[src/rtl/argmax_row_engine_pkg.sv]
// argmax_pkg: shared FSM state encoding and width helper for the argmax row engine
package argmax_pkg;

    typedef enum logic [1:0] {IDLE, REQ, WAIT, DONE} state_t;

    function automatic int clog2_min1(input int n);
        return (n > 1) ? $clog2(n) : 1;
    endfunction

endpackage

[src/rtl/argmax_row_engine_if.sv]
// argmax_row_engine_if: request/valid row read port toward the combination result memory
interface argmax_row_engine_if #(
    parameter int NUM_COLS   = 3,
    parameter int DATA_WIDTH = 16,
    parameter int ROW_W      = 3
);
    logic                  rd_en;
    logic [ROW_W-1:0]      rd_addr;
    logic                  rd_valid;
    logic [DATA_WIDTH-1:0] rd_data [0:NUM_COLS-1];

    modport master (output rd_en, rd_addr, input rd_valid, rd_data);
    modport slave  (input rd_en, rd_addr, output rd_valid, rd_data);
endinterface

[src/rtl/argmax_row_engine_cmp_tree.sv]
// argmax_cmp_tree: combinational binary reduction tree returning {idx,val} of the row maximum
module argmax_cmp_tree
    import argmax_pkg::*;
#(
    parameter int NUM_COLS   = 3,
    parameter int DATA_WIDTH = 16,
    parameter int SIGNED     = 0,
    parameter int IDX_W      = clog2_min1(NUM_COLS)
) (
    input  logic [DATA_WIDTH-1:0] data [0:NUM_COLS-1],
    output logic [IDX_W-1:0]      idx,
    output logic [DATA_WIDTH-1:0] val
);
    localparam int P = 1 << clog2_min1(NUM_COLS);

    // Heap layout: node n combines 2n (lower columns) and 2n+1; padding leaves are invalid
    logic [DATA_WIDTH-1:0] v  [1:2*P-1];
    logic [IDX_W-1:0]      ix [1:2*P-1];
    logic                  ok [1:2*P-1];

    function automatic logic gt(input logic [DATA_WIDTH-1:0] a, input logic [DATA_WIDTH-1:0] b);
        return (SIGNED != 0) ? ($signed(a) > $signed(b)) : (a > b);
    endfunction

    always_comb begin
        for (int i = 1; i < 2 * P; i++) begin
            v[i]  = '0;
            ix[i] = '0;
            ok[i] = 1'b0;
        end
        for (int i = 0; i < NUM_COLS; i++) begin
            v[P+i]  = data[i];
            ix[P+i] = IDX_W'(i);
            ok[P+i] = 1'b1;
        end
        // Right child wins only when strictly greater, so ties keep the lower index
        for (int n = P - 1; n >= 1; n--) begin
            v[n]  = (ok[2*n+1] && (!ok[2*n] || gt(v[2*n+1], v[2*n]))) ? v[2*n+1]  : v[2*n];
            ix[n] = (ok[2*n+1] && (!ok[2*n] || gt(v[2*n+1], v[2*n]))) ? ix[2*n+1] : ix[2*n];
            ok[n] = ok[2*n] || ok[2*n+1];
        end
    end

    assign idx = ix[1];
    assign val = v[1];

endmodule

[src/rtl/argmax_row_engine.sv]
// argmax_row_engine: scans result memory row by row, storing argmax index and max value per row
module argmax_row_engine
    import argmax_pkg::*;
#(
    parameter int NUM_ROWS   = 6,
    parameter int NUM_COLS   = 3,
    parameter int DATA_WIDTH = 16,
    parameter int SIGNED     = 0,
    parameter int IDX_W      = clog2_min1(NUM_COLS),
    parameter int ROW_W      = clog2_min1(NUM_ROWS)
) (
    input  logic                  clk,
    input  logic                  reset,
    input  logic                  start,
    argmax_row_engine_if.master   rd,
    output logic                  busy,
    output logic                  done,
    output logic [IDX_W-1:0]      max_idx [0:NUM_ROWS-1],
    output logic [DATA_WIDTH-1:0] max_val [0:NUM_ROWS-1]
);
    state_t                state, state_n;
    logic [ROW_W-1:0]      row;
    logic                  start_q;
    logic                  launch;
    logic                  last;
    logic [IDX_W-1:0]      c_idx;
    logic [DATA_WIDTH-1:0] c_val;

    argmax_cmp_tree #(
        .NUM_COLS  (NUM_COLS),
        .DATA_WIDTH(DATA_WIDTH),
        .SIGNED    (SIGNED),
        .IDX_W     (IDX_W)
    ) u_tree (
        .data(rd.rd_data),
        .idx (c_idx),
        .val (c_val)
    );

    assign launch     = start & ~start_q;
    assign last       = row == ROW_W'(NUM_ROWS - 1);
    assign rd.rd_en   = state == REQ;
    assign rd.rd_addr = row;
    assign busy       = state == REQ || state == WAIT;
    assign done       = state == DONE;

    always_comb begin
        state_n = state;
        unique case (state)
            IDLE, DONE: state_n = launch ? REQ : state;
            REQ:        state_n = WAIT;
            WAIT:       state_n = rd.rd_valid ? (last ? DONE : REQ) : WAIT;
            default:    state_n = IDLE;
        endcase
    end

    always_ff @(posedge clk) begin
        if (!reset) begin
            state   <= IDLE;
            row     <= '0;
            start_q <= 1'b0;
            for (int r = 0; r < NUM_ROWS; r++) begin
                max_idx[r] <= '0;
                max_val[r] <= '0;
            end
        end else begin
            state   <= state_n;
            start_q <= start;
            if ((state == IDLE || state == DONE) && launch)
                row <= '0;
            else if (state == WAIT && rd.rd_valid) begin
                max_idx[row] <= c_idx;
                max_val[row] <= c_val;
                row          <= last ? row : row + ROW_W'(1);
            end
        end
    end

endmodule

[src/flat_wrapper.sv]
// flat-port wrapper written by rule: the top's interface ports become plain ports
module argmax_row_engine_flat import argmax_pkg::*;
#(
    parameter int NUM_ROWS   = 6,
    parameter int NUM_COLS   = 3,
    parameter int DATA_WIDTH = 16,
    parameter int SIGNED     = 0,
    parameter int IDX_W      = clog2_min1(NUM_COLS),
    parameter int ROW_W      = clog2_min1(NUM_ROWS)
)
  (clk, reset, start, busy, done, max_idx, max_val, rd_rd_en, rd_rd_addr, rd_rd_valid, rd_rd_data);
  argmax_row_engine_if #(.NUM_COLS(NUM_COLS), .DATA_WIDTH(DATA_WIDTH), .ROW_W(ROW_W)) rd_i ();
  input  logic clk;
  input  logic reset;
  input  logic start;
  output logic busy;
  output logic done;
  output logic [IDX_W-1:0] max_idx[0:NUM_ROWS-1];
  output logic [DATA_WIDTH-1:0] max_val[0:NUM_ROWS-1];
  output wire logic [$bits(rd_i.rd_en)-1:0] rd_rd_en;
  output wire logic [$bits(rd_i.rd_addr)-1:0] rd_rd_addr;
  input wire logic [$bits(rd_i.rd_valid)-1:0] rd_rd_valid;
  input wire logic [$bits(rd_i.rd_data)-1:0] rd_rd_data;
  assign rd_rd_en = rd_i.rd_en;
  assign rd_rd_addr = rd_i.rd_addr;
  assign rd_i.rd_valid = rd_rd_valid;
  assign rd_i.rd_data = {>>{rd_rd_data}};
  argmax_row_engine #(.NUM_ROWS(NUM_ROWS), .NUM_COLS(NUM_COLS), .DATA_WIDTH(DATA_WIDTH), .SIGNED(SIGNED), .IDX_W(IDX_W), .ROW_W(ROW_W)) u_core (.clk(clk), .reset(reset), .start(start), .rd(rd_i), .busy(busy), .done(done), .max_idx(max_idx), .max_val(max_val));
endmodule
[config.mk]
export PLATFORM = sky130hd
export DESIGN_NAME = argmax_row_engine_flat
export DESIGN_NICKNAME = d
export VERILOG_FILES = /design/src/rtl/argmax_row_engine_pkg.sv /design/src/rtl/argmax_row_engine_if.sv /design/src/rtl/argmax_row_engine_cmp_tree.sv /design/src/rtl/argmax_row_engine.sv /design/src/flat_wrapper.sv
export SDC_FILE = /design/constraint.sdc
export NUM_CORES = 1
export LEC_CHECK = 0
export ABC_AREA = 1
export BUFFER_PORTS_ARGS = -buffer_cell sky130_fd_sc_hd__buf_2
export CORE_MARGIN = 3
export CORE_UTILIZATION = 35
export CTS_BUF_LIST = sky130_fd_sc_hd__clkbuf_2 sky130_fd_sc_hd__clkbuf_4 sky130_fd_sc_hd__clkbuf_8
export CTS_CLUSTER_DIAMETER = 100
export DETAILED_ROUTE_END_ITERATION = 8
export GPL_TIMING_DRIVEN = 0
export REMOVE_ABC_BUFFERS = 1
export SYNTH_ARGS = -nofsm -noshare
export SYNTH_HDL_FRONTEND = slang
export SYNTH_SLANG_ARGS = --single-unit
[constraint.sdc]
create_clock -name clk -period 4.3 [get_ports clk]
set_input_delay 0.43 -clock clk [delete_from_list [all_inputs] [get_ports clk]]
set_output_delay 0.43 -clock clk [all_outputs]
set_load 0.1 [all_outputs]
==> impl_results.md, run 1 <==
* Status: finished clean
* P_leak at around 0.0046 µW
* Simple-gate share of the synthesized area at 0.402
* # rows at 49
* Die X at approximately 140 µm
* Setup TNS at 0 ns
* Sequential fraction of design power at 0.385
* Pwr Total at 2820 µW
* Initial antenna violation count at 1
* Clock power frac at 0.375
* Clk Latency, worst-skew pair at 0.42 ns
* Power per cell area at roughly 350 nW/µm²
* Worst r2r dst: u_core.max_val[38]$_SDFFE_PN0P_
* Die H at 142 µm
* Switch share at 0.336
* YS warnings at 0
* Number of vias per cell at 4.53
* Most common cell after layout, fill and taps aside: nor2_1
* H-tree levels at 4
* HP Start: start
* Largest family of logic cells by synthesized area: simple AND/OR/NAND/NOR gates
* Crit path from: rd_rd_data[43]
* Max cap viols at 0
* Core box area at 18000 µm²
* Placement Setup Slack at -0.482 ns
* Residual DRC at 0
* Share of layout cells above drive strength 1 at 0.233
* CP Data Arrival Time at 4.23 ns
* Vias in the first global route at 5642
* Tot GR Track Use at 0.177
* I/O pins at 166
* Initial Util at 0.358
* Antenna-violating nets left at 0
* Mux contribution to synthesized area at 0
* CTS Root Cell: clkbuf_8
* FILL cells at 1900
* Compound-Gate Fraction of Synth Area at 0.0438
* Fin. max-slew vios at 0
* CTS buffer count at 17
* Reg-to-Reg Start: u_core.state[0]$_SDFFE_PN0P_
* First-pass GRT wire length at approximately 29000 µm
* Post-synthesis xor/xnor area fraction at 0
* Fin. Hold Viols at 0
* DRT Wirelength at about 18000 µm
* Hold Crit Endpoint: u_core.start_q$_SDFF_PN0_
* Post-synth EDFFs at 0
* Synth Area per Inst at about 7.0 µm²
* Worst Setup Path Type: input pin to flop
* Synth cell types at 32
* IO Port Bufs at 165
* Avg WL per Cell at ~13 µm
* Final setup violation count at 0
* CTS Sinks at roughly 110
* Fin crit period at 3.91 ns
* Final hold slack at 0.230 ns
* HP Class: input pin to flop
* Commonest cells after routing, fill and taps aside: nor2_1 (206), buf_2 (165), nand2_1 (154), inv_1 (151), nand3_1 (118)
* DRT iter0 DRCs at 193
* Gate count after technology mapping at 927
* Post-synthesis sequential area ratio at 0.353
* Synth Area in Adders at 0.0717
* FMAX at ~0.26 GHz
* TritonCTS clock tree: built
* Asr flop ratio synth at 0
* Worst reg2reg setup slack at 1.90 ns
* CP endpoint kind: flop
* FF-to-FF path depth at 10
* CP required at 4.62 ns
* Yosys reg bits at 114
* NumNets Final at 1174
* Pin slew with the least headroom to its limit at 0.970 ns
* Combinational power share at 0.240
* Internal power at 1870 µW
* Clock slew at reported path FFs at 0.07 ns
* Crit path max fanout at 24
* GR Overflow Total at 0
* Pre-antenna DRT Iters at 4
* Final period util at 0.910
* Largest net degree at the start of global routing at 53
* Net switching power figure at ~950 µW
* Antenna cells at 0
* Hold path cells at 3
* Slew headroom at 0.351
* Synth Cell Area at 6460 µm²
* Clock Skew at 0.00924 ns
* Startpoint type of the worst setup path: input pin
* Total number of vias at 5993
* CTS max path bufs at 2
* GPL Wtd Cong at about 0.75
* Hpwl dp at 13100 µm
* Top FF cell, synth: dfxtp_1
* Final worst-path setup slack at 0.386 ns
* Syn-to-layout area delta at 23.3%
* Worst vdd rail ir drop at about 0.00021 V
* Die area at between 20000 and 25000 µm²
* RSZ-0062 raised after global routing: no
-- logic make-up (layout without fill, tap and decap cells) --
family | count (synthesis) | count (layout)
flops | 114 | 114
simple gates | 530 | 530
compound gates | 54 | 54
buf+inv | 192 | 359
fa+ha+maj | 37 | 37
-- registers in the layout, indices dropped and copies added (netlist names) --
signal	count
u_core.max_idx	12
u_core.state	2
u_core.rd.rd_addr	3
u_core.max_val	96
u_core.start_q	1
-- per-stage QoR --
| stage | instances | utilization | instance area, µm² |
|---|---|---|---|
| final | 1323 | 0.442 | 7960 |
| after global placement | 1286 | 0.406 | 7330 |
| after CTS | 1321 | 0.440 | 7930 |
| after floorplan | 892 | - | 6210 |
| after global routing | 1323 | 0.442 | 7960 |
| after detailed placement | 1293 | 0.417 | 7510 |
-- critical path, stage by stage --
cell and delay (ns):
buf_2 0.08, inv_1 0.07, ha_1 0.32, nand4_1 0.19
nor3_4 0.24, nand2_1 0.15, nand2_4 0.27, nand2_8 0.23
nand2_1 0.16, nand2_1 0.07, ha_1 0.28, nand2_1 0.06
inv_1 0.03, o21ai_1 0.14, a21oi_1 0.09, nor2_1 0.22
nand2_2 0.14, nand2_8 0.29, inv_4 0.24, nand2_1 0.26
nand3_1 0.10, nand2_1 0.09, inv_1 0.04
-- how the worst max path moves through the flow --
| stage | end | slack [ns] | cells after the start |
|---|---|---|---|
| 3_3_place_gp | u_core.max_val[81]$_SDFFE_PN0P_ | -0.51 | 22 |
| 5_1_grt | u_core.max_val[81]$_SDFFE_PN0P_ | 0.002 | 23 |
| 6_report | u_core.max_val[81]$_SDFFE_PN0P_ | 0.39 | 23 |
| 2_1_floorplan | u_core.max_val[80]$_SDFFE_PN0P_ | 0.74 | 22 |
| 3_5_place_dp | u_core.max_val[81]$_SDFFE_PN0P_ | -0.48 | 22 |
| 4_1_cts | u_core.max_val[81]$_SDFFE_PN0P_ | 0.08 | 22 |
-- cells in the mapped netlist, drive strengths merged (4+ instances only) --
master    n  share of area
nand2   179           0.13
nand3   132           0.12
clkbuf   12         0.0070
dfxtp   114           0.35
inv     156          0.091
o21ai    19          0.015
nand4     4         0.0062
buf      23          0.031
ha       37          0.072
a21oi    30          0.023
nor2    207           0.12
nor3      7          0.018
-- repair_timing --
action,CTS,global route
hold buffers,0,0
pin swaps,0,2
resized for setup,1,1
endpoints found under the setup margin,7,96
buffers inserted,0,2
-- routing by layer --
layer	track usage	vias up	wire (µm)
li1	-	3184	-
met1	0.235	2633	8350
met2	0.284	158	7880
met3	0.0499	16	1140
met4	0.0490	2	233
met5	0	-	7
-- layout make-up --
cell class,count,area [µm²],share of cell area
multi-input cells,621,3360,0.422
flip-flops and latches,114,2280,0.287
repair buffers,174,1040,0.130
inverters,157,594,0.0747
clock buffers,22,297,0.0372
well taps,229,287,0.0360
clock inverters,6,105,0.0132
-- power by group through the flow --
stage	Sequential, µW	Combinational [µW]	Clock [µW]
after floorplan	1190	433	0
after global placement	1110	667	0
after detailed placement	1110	674	0
after CTS	1090	677	1080
after global routing	1090	741	1130
final	1090	675	1060
Power figures use the tool's default switching activity.
==> inputs of run 2 (changes only) <==
- CELL_PAD_IN_SITES_DETAIL_PLACEMENT: not set -> 1
- CELL_PAD_IN_SITES_GLOBAL_PLACEMENT: not set -> 1
- PLACE_DENSITY_LB_ADDON: not set -> 0.1
==> impl_results.md, run 2 (synthesis gave the netlist of run 1 again) <==
* Status: finished clean (unchanged)
* Clock slew at reported path FFs at 0.07 ns (about the same)
* Tot GR Track Use at 0.198 (was 0.177)
* Share of layout cells above drive strength 1 at 0.232 (was 0.233)
* CTS buffer count at 17 (unchanged)
* Worst Setup Path Type: input pin to flop (unchanged)
* IO Port Bufs at 165 (unchanged)
* CTS Root Cell: clkbuf_8 (unchanged)
* Startpoint type of the worst setup path: input pin (unchanged)
* Placed Cells at 1293 (unchanged)
* GPL Wtd Cong at 0.761 (was 0.752)
* Net switching power figure at 961 µW (was 947 µW)
* Clk Latency, worst-skew pair at 0.44 ns (was 0.42 ns)
* Die X at 142 µm (unchanged)
* Critical path cell sequence: buf_2 > inv_1 > ha_1 > nand4_1 > nor3_4 > nand2_1 > nand2_4 > nand2_8 > nand2_1 > nand2_1 > ha_1 > nand4_1 > nor2_1 > nand4_1 > nand2_8 > inv_4 > nand2_1 > nand3_1 > nand2_1 > inv_1 (was buf_2 > inv_1 > ha_1 > nand4_1 > nor3_4 > nand2_1 > nand2_4 > nand2_8 > nand2_1 > nand2_1 > ha_1 > nand2_1 > inv_1 > o21ai_1 > a21oi_1 > nor2_1 > nand2_2 > nand2_8 > inv_4 > nand2_1 > nand3_1 > nand2_1 > inv_1)
* Worst vdd rail ir drop at 0.000226 V (was 0.000209 V)
* Slowest-stage cell, CP: nand2_8 (was ha_1)
* Hpwl dp at 14700 µm (was 13100 µm)
* CP required at 4.64 ns (was 4.62 ns)
* Max cap viols at 0 (unchanged)
* Setup TNS at 0 ns (unchanged)
* # rows at 49 (unchanged)
* Pin slew with the least headroom to its limit at 0.977 ns (was 0.970 ns)
* Internal power at 1830 µW (was 1870 µW)
* Switch share at 0.345 (was 0.336)
* CTS Sinks at 114 (unchanged)
* I/O pins at 166 (unchanged)
* Die area at 20100 µm² (unchanged)
* Commonest cells after routing, fill and taps aside: nor2_1 (206), buf_2 (165), nand2_1 (154), inv_1 (151), nand3_1 (118) (unchanged)
* Slew headroom at 0.346 (was 0.351)
* H-tree levels at 4 (unchanged)
* HP Class: input pin to flop (unchanged)
* Crit path to: u_core.max_val[48]$_SDFFE_PN0P_ (was u_core.max_val[81]$_SDFFE_PN0P_)
* P_leak at 0.00456 µW (was 0.00459 µW)
* Placement Setup Slack at -0.338 ns (was -0.482 ns)
* First-pass GRT wire length at 31600 µm (was 28700 µm)
* Setup Buffers After CTS at 0 (unchanged)
* Final setup violation count at 0 (unchanged)
* Number of vias per cell at 4.64 (was 4.53)
* Reg-to-Reg Start: u_core.state[0]$_SDFFE_PN0P_ (unchanged)
* NumNets Final at 1172 (was 1174)
* Largest net degree at the start of global routing at 51 (was 53)
* Syn-to-layout area delta at 22.6% (was 23.3%)
* Die H at 142 µm (unchanged)
* Fin crit period at 3.87 ns (was 3.91 ns)
* Sequential fraction of design power at 0.389 (was 0.385)
* Power per cell area at 352 nW/µm² (was 354 nW/µm²)
* FF-to-FF path depth at 9 (was 10)
* Worst r2r dst: u_core.max_val[48]$_SDFFE_PN0P_ (was u_core.max_val[38]$_SDFFE_PN0P_)
* Most common cell after layout, fill and taps aside: nor2_1 (unchanged)
* Worst reg2reg setup slack at 1.83 ns (was 1.90 ns)
* CP Data Arrival Time at 4.21 ns (was 4.23 ns)
* CTS max path bufs at 2 (unchanged)
* Clock power frac at 0.367 (was 0.375)
* CP endpoint kind: flop (unchanged)
* Combinational power share at 0.244 (was 0.240)
* Antenna-violating nets left at 0 (unchanged)
* Crit path from: rd_rd_data[43] (unchanged)
* Antenna cells at 0 (unchanged)
* Crit path top cell by count: nand2_1 (unchanged)
* Core box area at 18000 µm² (unchanged)
* Pre-antenna DRT Iters at 5 (was 4)
* Total number of vias at 6131 (was 5993)
* Initial Util at 0.358 (unchanged)
* Vias in the first global route at 6144 (was 5642)
* DRT Wirelength at 19500 µm (was 17600 µm)
* DRT iter0 DRCs at 180 (was 193)
* Fin. max-slew vios at 0 (unchanged)
* TritonCTS clock tree: built (unchanged)
* GR Overflow Total at 0 (unchanged)
* Crit path max fanout at 24 (unchanged)
* Initial antenna violation count at 0 (was 1)
* Final core utilization at 0.439 (was 0.442)
* Final period util at 0.901 (was 0.910)
* Finished Layout Cells at 1322 (was 1323)
* FMAX at 0.258 GHz (was 0.255 GHz)
* Final worst-path setup slack at 0.425 ns (was 0.386 ns)
* Register bank with the most flops: u_core.max_val (unchanged)
* Avg WL per Cell at 14.8 µm (was 13.3 µm)
* Fin. Hold Viols at 0 (unchanged)
* Residual DRC at 0 (unchanged)
* Max reg flops at 96 (unchanged)
* Largest stage delay, worst path at 0.35 ns (was 0.32 ns)
* Clock Skew at 0.0128 ns (was 0.00924 ns)
* RSZ-0062 raised after global routing: no (unchanged)
-- run 2: cell count changes in the layout (fill, tap and decap cells not counted), sizes merged --
| cell | previous run | this run |
|---|---|---|
| buf | 174 | 172 |
| bufinv | 3 | 2 |
| clkbuf | 22 | 24 |
| clkinv | 4 | 3 |
| clkinvlp | 0 | 1 |
-- run 2: how the worst min path moves through the flow --
| stage | startpoint | end | slack (ns) | depth (start not counted) |
|---|---|---|---|---|
| after global routing | start | u_core.start_q$_SDFF_PN0_ | 0.20 | 3 |
| after global placement | u_core.max_idx[9]$_SDFFE_PN0P_ | u_core.max_idx[9]$_SDFFE_PN0P_ | 0.50 | 2 |
| after CTS | start | u_core.start_q$_SDFF_PN0_ | 0.17 | 3 |
| after detailed placement | u_core.max_idx[9]$_SDFFE_PN0P_ | u_core.max_idx[9]$_SDFFE_PN0P_ | 0.51 | 2 |
| final | start | u_core.start_q$_SDFF_PN0_ | 0.21 | 3 |
| after floorplan | u_core.state[1]$_SDFFE_PN0P_ | u_core.state[1]$_SDFFE_PN0P_ | 0.48 | 2 |
-- run 2: through the flow --
step                      area (µm²)  hold slack (ns)  power [µW]
final                           7920            0.205        2790
after global routing            7920            0.196        2950
after CTS                       7900            0.172        2830
after detailed placement        7510            0.510        1790
after global placement          7330            0.505        1780
after floorplan                 6210            0.476        1620
-- run 2: critical path: cells and delay by family --
kind / cells / cell delay [ns]
simple gates: 14 / 2.71
fa+ha+maj: 2 / 0.62
buf+inv: 4 / 0.43
-- run 2: timing repair --
action                     4_1_cts  5_1_grt
hold buffers                     0        0
setup endpoints to repair        0       96
resized for setup                0        2
-- run 2: layout make-up --
type	instances	area, µm²
Clock buffer	24	312
Inverter	157	594
Fill cell	2370	10100
Multi-Input combinational cell	621	3360
Clock inverter	5	77.6
Sequential cell	114	2280
Timing Repair Buffer	172	1010
Tap cell	229	287
-- run 2: per-layer routing --
metal	up-vias	wire length, µm	global-route usage	part of all wire
met4	0	252	0.0566	0.013
met5	-	0	0	0
met1	2823	9060	0.251	0.46
met2	122	9170	0.332	0.47
met3	19	1040	0.0536	0.053
li1	3167	-	-	-
-- run 2: power by group through the flow --
| stage | registers, µW | logic [µW] | clock network [µW] |
|---|---|---|---|
| 3_3_place_gp | 1110 | 675 | 0 |
| 5_1_grt | 1090 | 754 | 1110 |
| 6_report | 1090 | 680 | 1020 |
| 4_1_cts | 1090 | 688 | 1060 |
| 2_1_floorplan | 1190 | 433 | 0 |
| 3_5_place_dp | 1110 | 685 | 0 |
==> inputs of run 3 (changes only) <==
--- a/config.mk
+++ b/config.mk
@@ -18,4 +18,5 @@
 export PLACE_DENSITY_LB_ADDON = 0.1
 export REMOVE_ABC_BUFFERS = 1
+export SKIP_CTS_REPAIR_TIMING = 1
 export SYNTH_ARGS = -nofsm -noshare
 export SYNTH_HDL_FRONTEND = slang
==> constraint.sdc (replaced) <==
create_clock -name clk -period 4.3 [get_ports clk]
set_input_delay 0.86 -clock clk [delete_from_list [all_inputs] [get_ports clk]]
set_output_delay 0.86 -clock clk [all_outputs]
set_load 0.1 [all_outputs]
==> impl_results.md, run 3 (synthesis gave the netlist of run 1 again) <==
* Status: finished clean (unchanged)
* Switch share at 0.346 (was 0.345)
* Slowest-stage cell, CP: ha_1 (was nand2_8)
* Die H at 142 µm (unchanged)
* Antenna cells at 0 (unchanged)
* Initial Util at 0.358 (unchanged)
* Crit path top cell by count: nand2_1 (unchanged)
* Syn-to-layout area delta at 24.0% (was 22.6%)
* Hpwl dp at 14700 µm (unchanged)
* CTS max path bufs at 2 (unchanged)
* CP endpoint kind: flop (unchanged)
* Combinational power share at 0.250 (was 0.244)
* Net switching power figure at 973 µW (was 961 µW)
* CP Data Arrival Time at 4.35 ns (was 4.21 ns)
* Clock power frac at 0.364 (was 0.367)
* Avg WL per Cell at 14.9 µm (was 14.8 µm)
* Final hold slack at 0.523 ns (was 0.205 ns)
* H-tree levels at 4 (unchanged)
* Crit path max fanout at 18 (was 24)
* Final period util at 0.930 (was 0.901)
* Fin. Hold Viols at 0 (unchanged)
* IO Port Bufs at 165 (unchanged)
* Antenna-violating nets left at 0 (unchanged)
* CTS buffer count at 17 (unchanged)
* Initial antenna violation count at 0 (unchanged)
* Clk Latency, worst-skew pair at 0.45 ns (was 0.44 ns)
* DRT Wirelength at 19800 µm (was 19500 µm)
* CTS Root Cell: clkbuf_8 (unchanged)
* Tot GR Track Use at 0.198 (unchanged)
* HP Class: flop to flop (was input pin to flop)
* Max cap viols at 0 (unchanged)
* P_leak at 0.00461 µW (was 0.00456 µW)
* Pin slew with the least headroom to its limit at 0.986 ns (was 0.977 ns)
* RSZ-0062 raised after global routing: no (unchanged)
* Startpoint type of the worst setup path: input pin (unchanged)
* FMAX at 0.250 GHz (was 0.258 GHz)
* Commonest cells after routing, fill and taps aside: nor2_1 (206), buf_2 (165), nand2_1 (154), inv_1 (151), nand3_1 (118) (unchanged)
* Most common cell after layout, fill and taps aside: nor2_1 (unchanged)
* Register bank with the most flops: u_core.max_val (unchanged)
* Largest net degree at the start of global routing at 51 (unchanged)
* Fin. max-slew vios at 0 (unchanged)
* GR Overflow Total at 0 (unchanged)
* Clock slew at reported path FFs at 0.07 ns (about the same)
* Die area at 20100 µm² (unchanged)
* DRT iter0 DRCs at 184 (was 180)
* Share of layout cells above drive strength 1 at 0.239 (was 0.232)
* Vias in the first global route at 6144 (unchanged)
* TritonCTS clock tree: built (unchanged)
* Critical path cell sequence: buf_2 > inv_1 > ha_1 > nand4_1 > nor3_4 > nand2_1 > nand2_4 > nand2_8 > nand2_1 > nand2_1 > ha_1 > nand4_1 > nor2_1 > nand4_1 > nand2_8 > inv_8 > nand2_1 > nand3_1 > nand2_1 > inv_1 (was buf_2 > inv_1 > ha_1 > nand4_1 > nor3_4 > nand2_1 > nand2_4 > nand2_8 > nand2_1 > nand2_1 > ha_1 > nand4_1 > nor2_1 > nand4_1 > nand2_8 > inv_4 > nand2_1 > nand3_1 > nand2_1 > inv_1)
* Internal power at 1840 µW (was 1830 µW)
* Pre-antenna DRT Iters at 4 (was 5)
* Residual DRC at 0 (unchanged)
* Core box area at 18000 µm² (unchanged)
* Clock Skew at 0.0127 ns (was 0.0128 ns)
* Fin crit period at 4.00 ns (was 3.87 ns)
* Worst Setup Path Type: input pin to flop (unchanged)
* Total number of vias at 6164 (was 6131)
* CTS Sinks at 114 (unchanged)
* First-pass GRT wire length at 31600 µm (unchanged)
* Number of vias per cell at 4.63 (was 4.64)
* I/O pins at 166 (unchanged)
* Sequential fraction of design power at 0.386 (was 0.389)
* Worst vdd rail ir drop at 0.000226 V (about the same)
* Final core utilization at 0.444 (was 0.439)
* Final setup violation count at 0 (unchanged)
* Die X at 142 µm (unchanged)
* CP required at 4.65 ns (was 4.64 ns)
* Power per cell area at 351 nW/µm² (was 352 nW/µm²)
* Max reg flops at 96 (unchanged)
* NumNets Final at 1181 (was 1172)
* Largest stage delay, worst path at 0.32 ns (was 0.35 ns)
* GPL Wtd Cong at 0.761 (unchanged)
* # rows at 49 (unchanged)
* Slew headroom at 0.340 (was 0.346)
-- run 3: changes by cell type in the layout (fill, tap and decap cells not counted) --
| cell | before | now |
|---|---|---|
| inv_8 | 0 | 1 |
| inv_4 | 2 | 1 |
| buf_4 | 0 | 7 |
| buf_12 | 1 | 2 |
| nand2_4 | 21 | 22 |
-- run 3: power by group through the flow --
stage	sequential [µW]	clock, µW	combinational [µW]
2_1_floorplan	1190	0	433
3_3_place_gp	1110	0	675
3_5_place_dp	1110	0	685
4_1_cts	1090	1060	688
5_1_grt	1090	1110	774
6_report	1090	1020	702
-- run 3: worst paths after layout --
check	from	endpoint	slack [ns]	depth (start not counted)
max	rd_rd_data[43]	u_core.max_val[5]$_SDFFE_PN0P_	0.30	20
min	u_core.state[1]$_SDFFE_PN0P_	u_core.state[1]$_SDFFE_PN0P_	0.52	2
max reg2reg	u_core.state[0]$_SDFFE_PN0P_	u_core.max_val[87]$_SDFFE_PN0P_	1.79	10
min reg2reg	u_core.state[1]$_SDFFE_PN0P_	u_core.state[1]$_SDFFE_PN0P_	0.52	2
-- run 3: routing by layer --
metal,part of all wire,global-route usage,vias up
met4,0.012,0.0566,0
met1,0.47,0.251,2851
met3,0.050,0.0536,19
li1,-,-,3182
met5,0,0,-
met2,0.47,0.332,112
-- run 3: cell type report --
class / count / area [µm²]
clock buffer: 24 / 312
clock inverter: 5 / 77.6
fill: 2371 / 10000
inverter: 157 / 599
multi-input combinational: 622 / 3370
sequential: 114 / 2280
tap: 229 / 287
timing repair buffer: 180 / 1080
-- run 3: worst max-delay path: cells and delay by family --
kind / cells / cell delay (ns)
fa+ha+maj: 2 / 0.61
simple gates: 14 / 2.52
buf+inv: 4 / 0.33
-- run 3: metrics by stage --
stage	power, µW	instances	TNS [ns]	area [µm²]	setup WS (ns)
2_1_floorplan	1620	892	0	6210	0.313
3_3_place_gp	1780	1286	-70.81	7330	-0.826
3_5_place_dp	1790	1293	-66.57	7510	-0.768
4_1_cts	2830	1322	-19.11	7900	-0.305
5_1_grt	2970	1331	0	8010	0.00743
6_report	2810	1331	0	8010	0.302
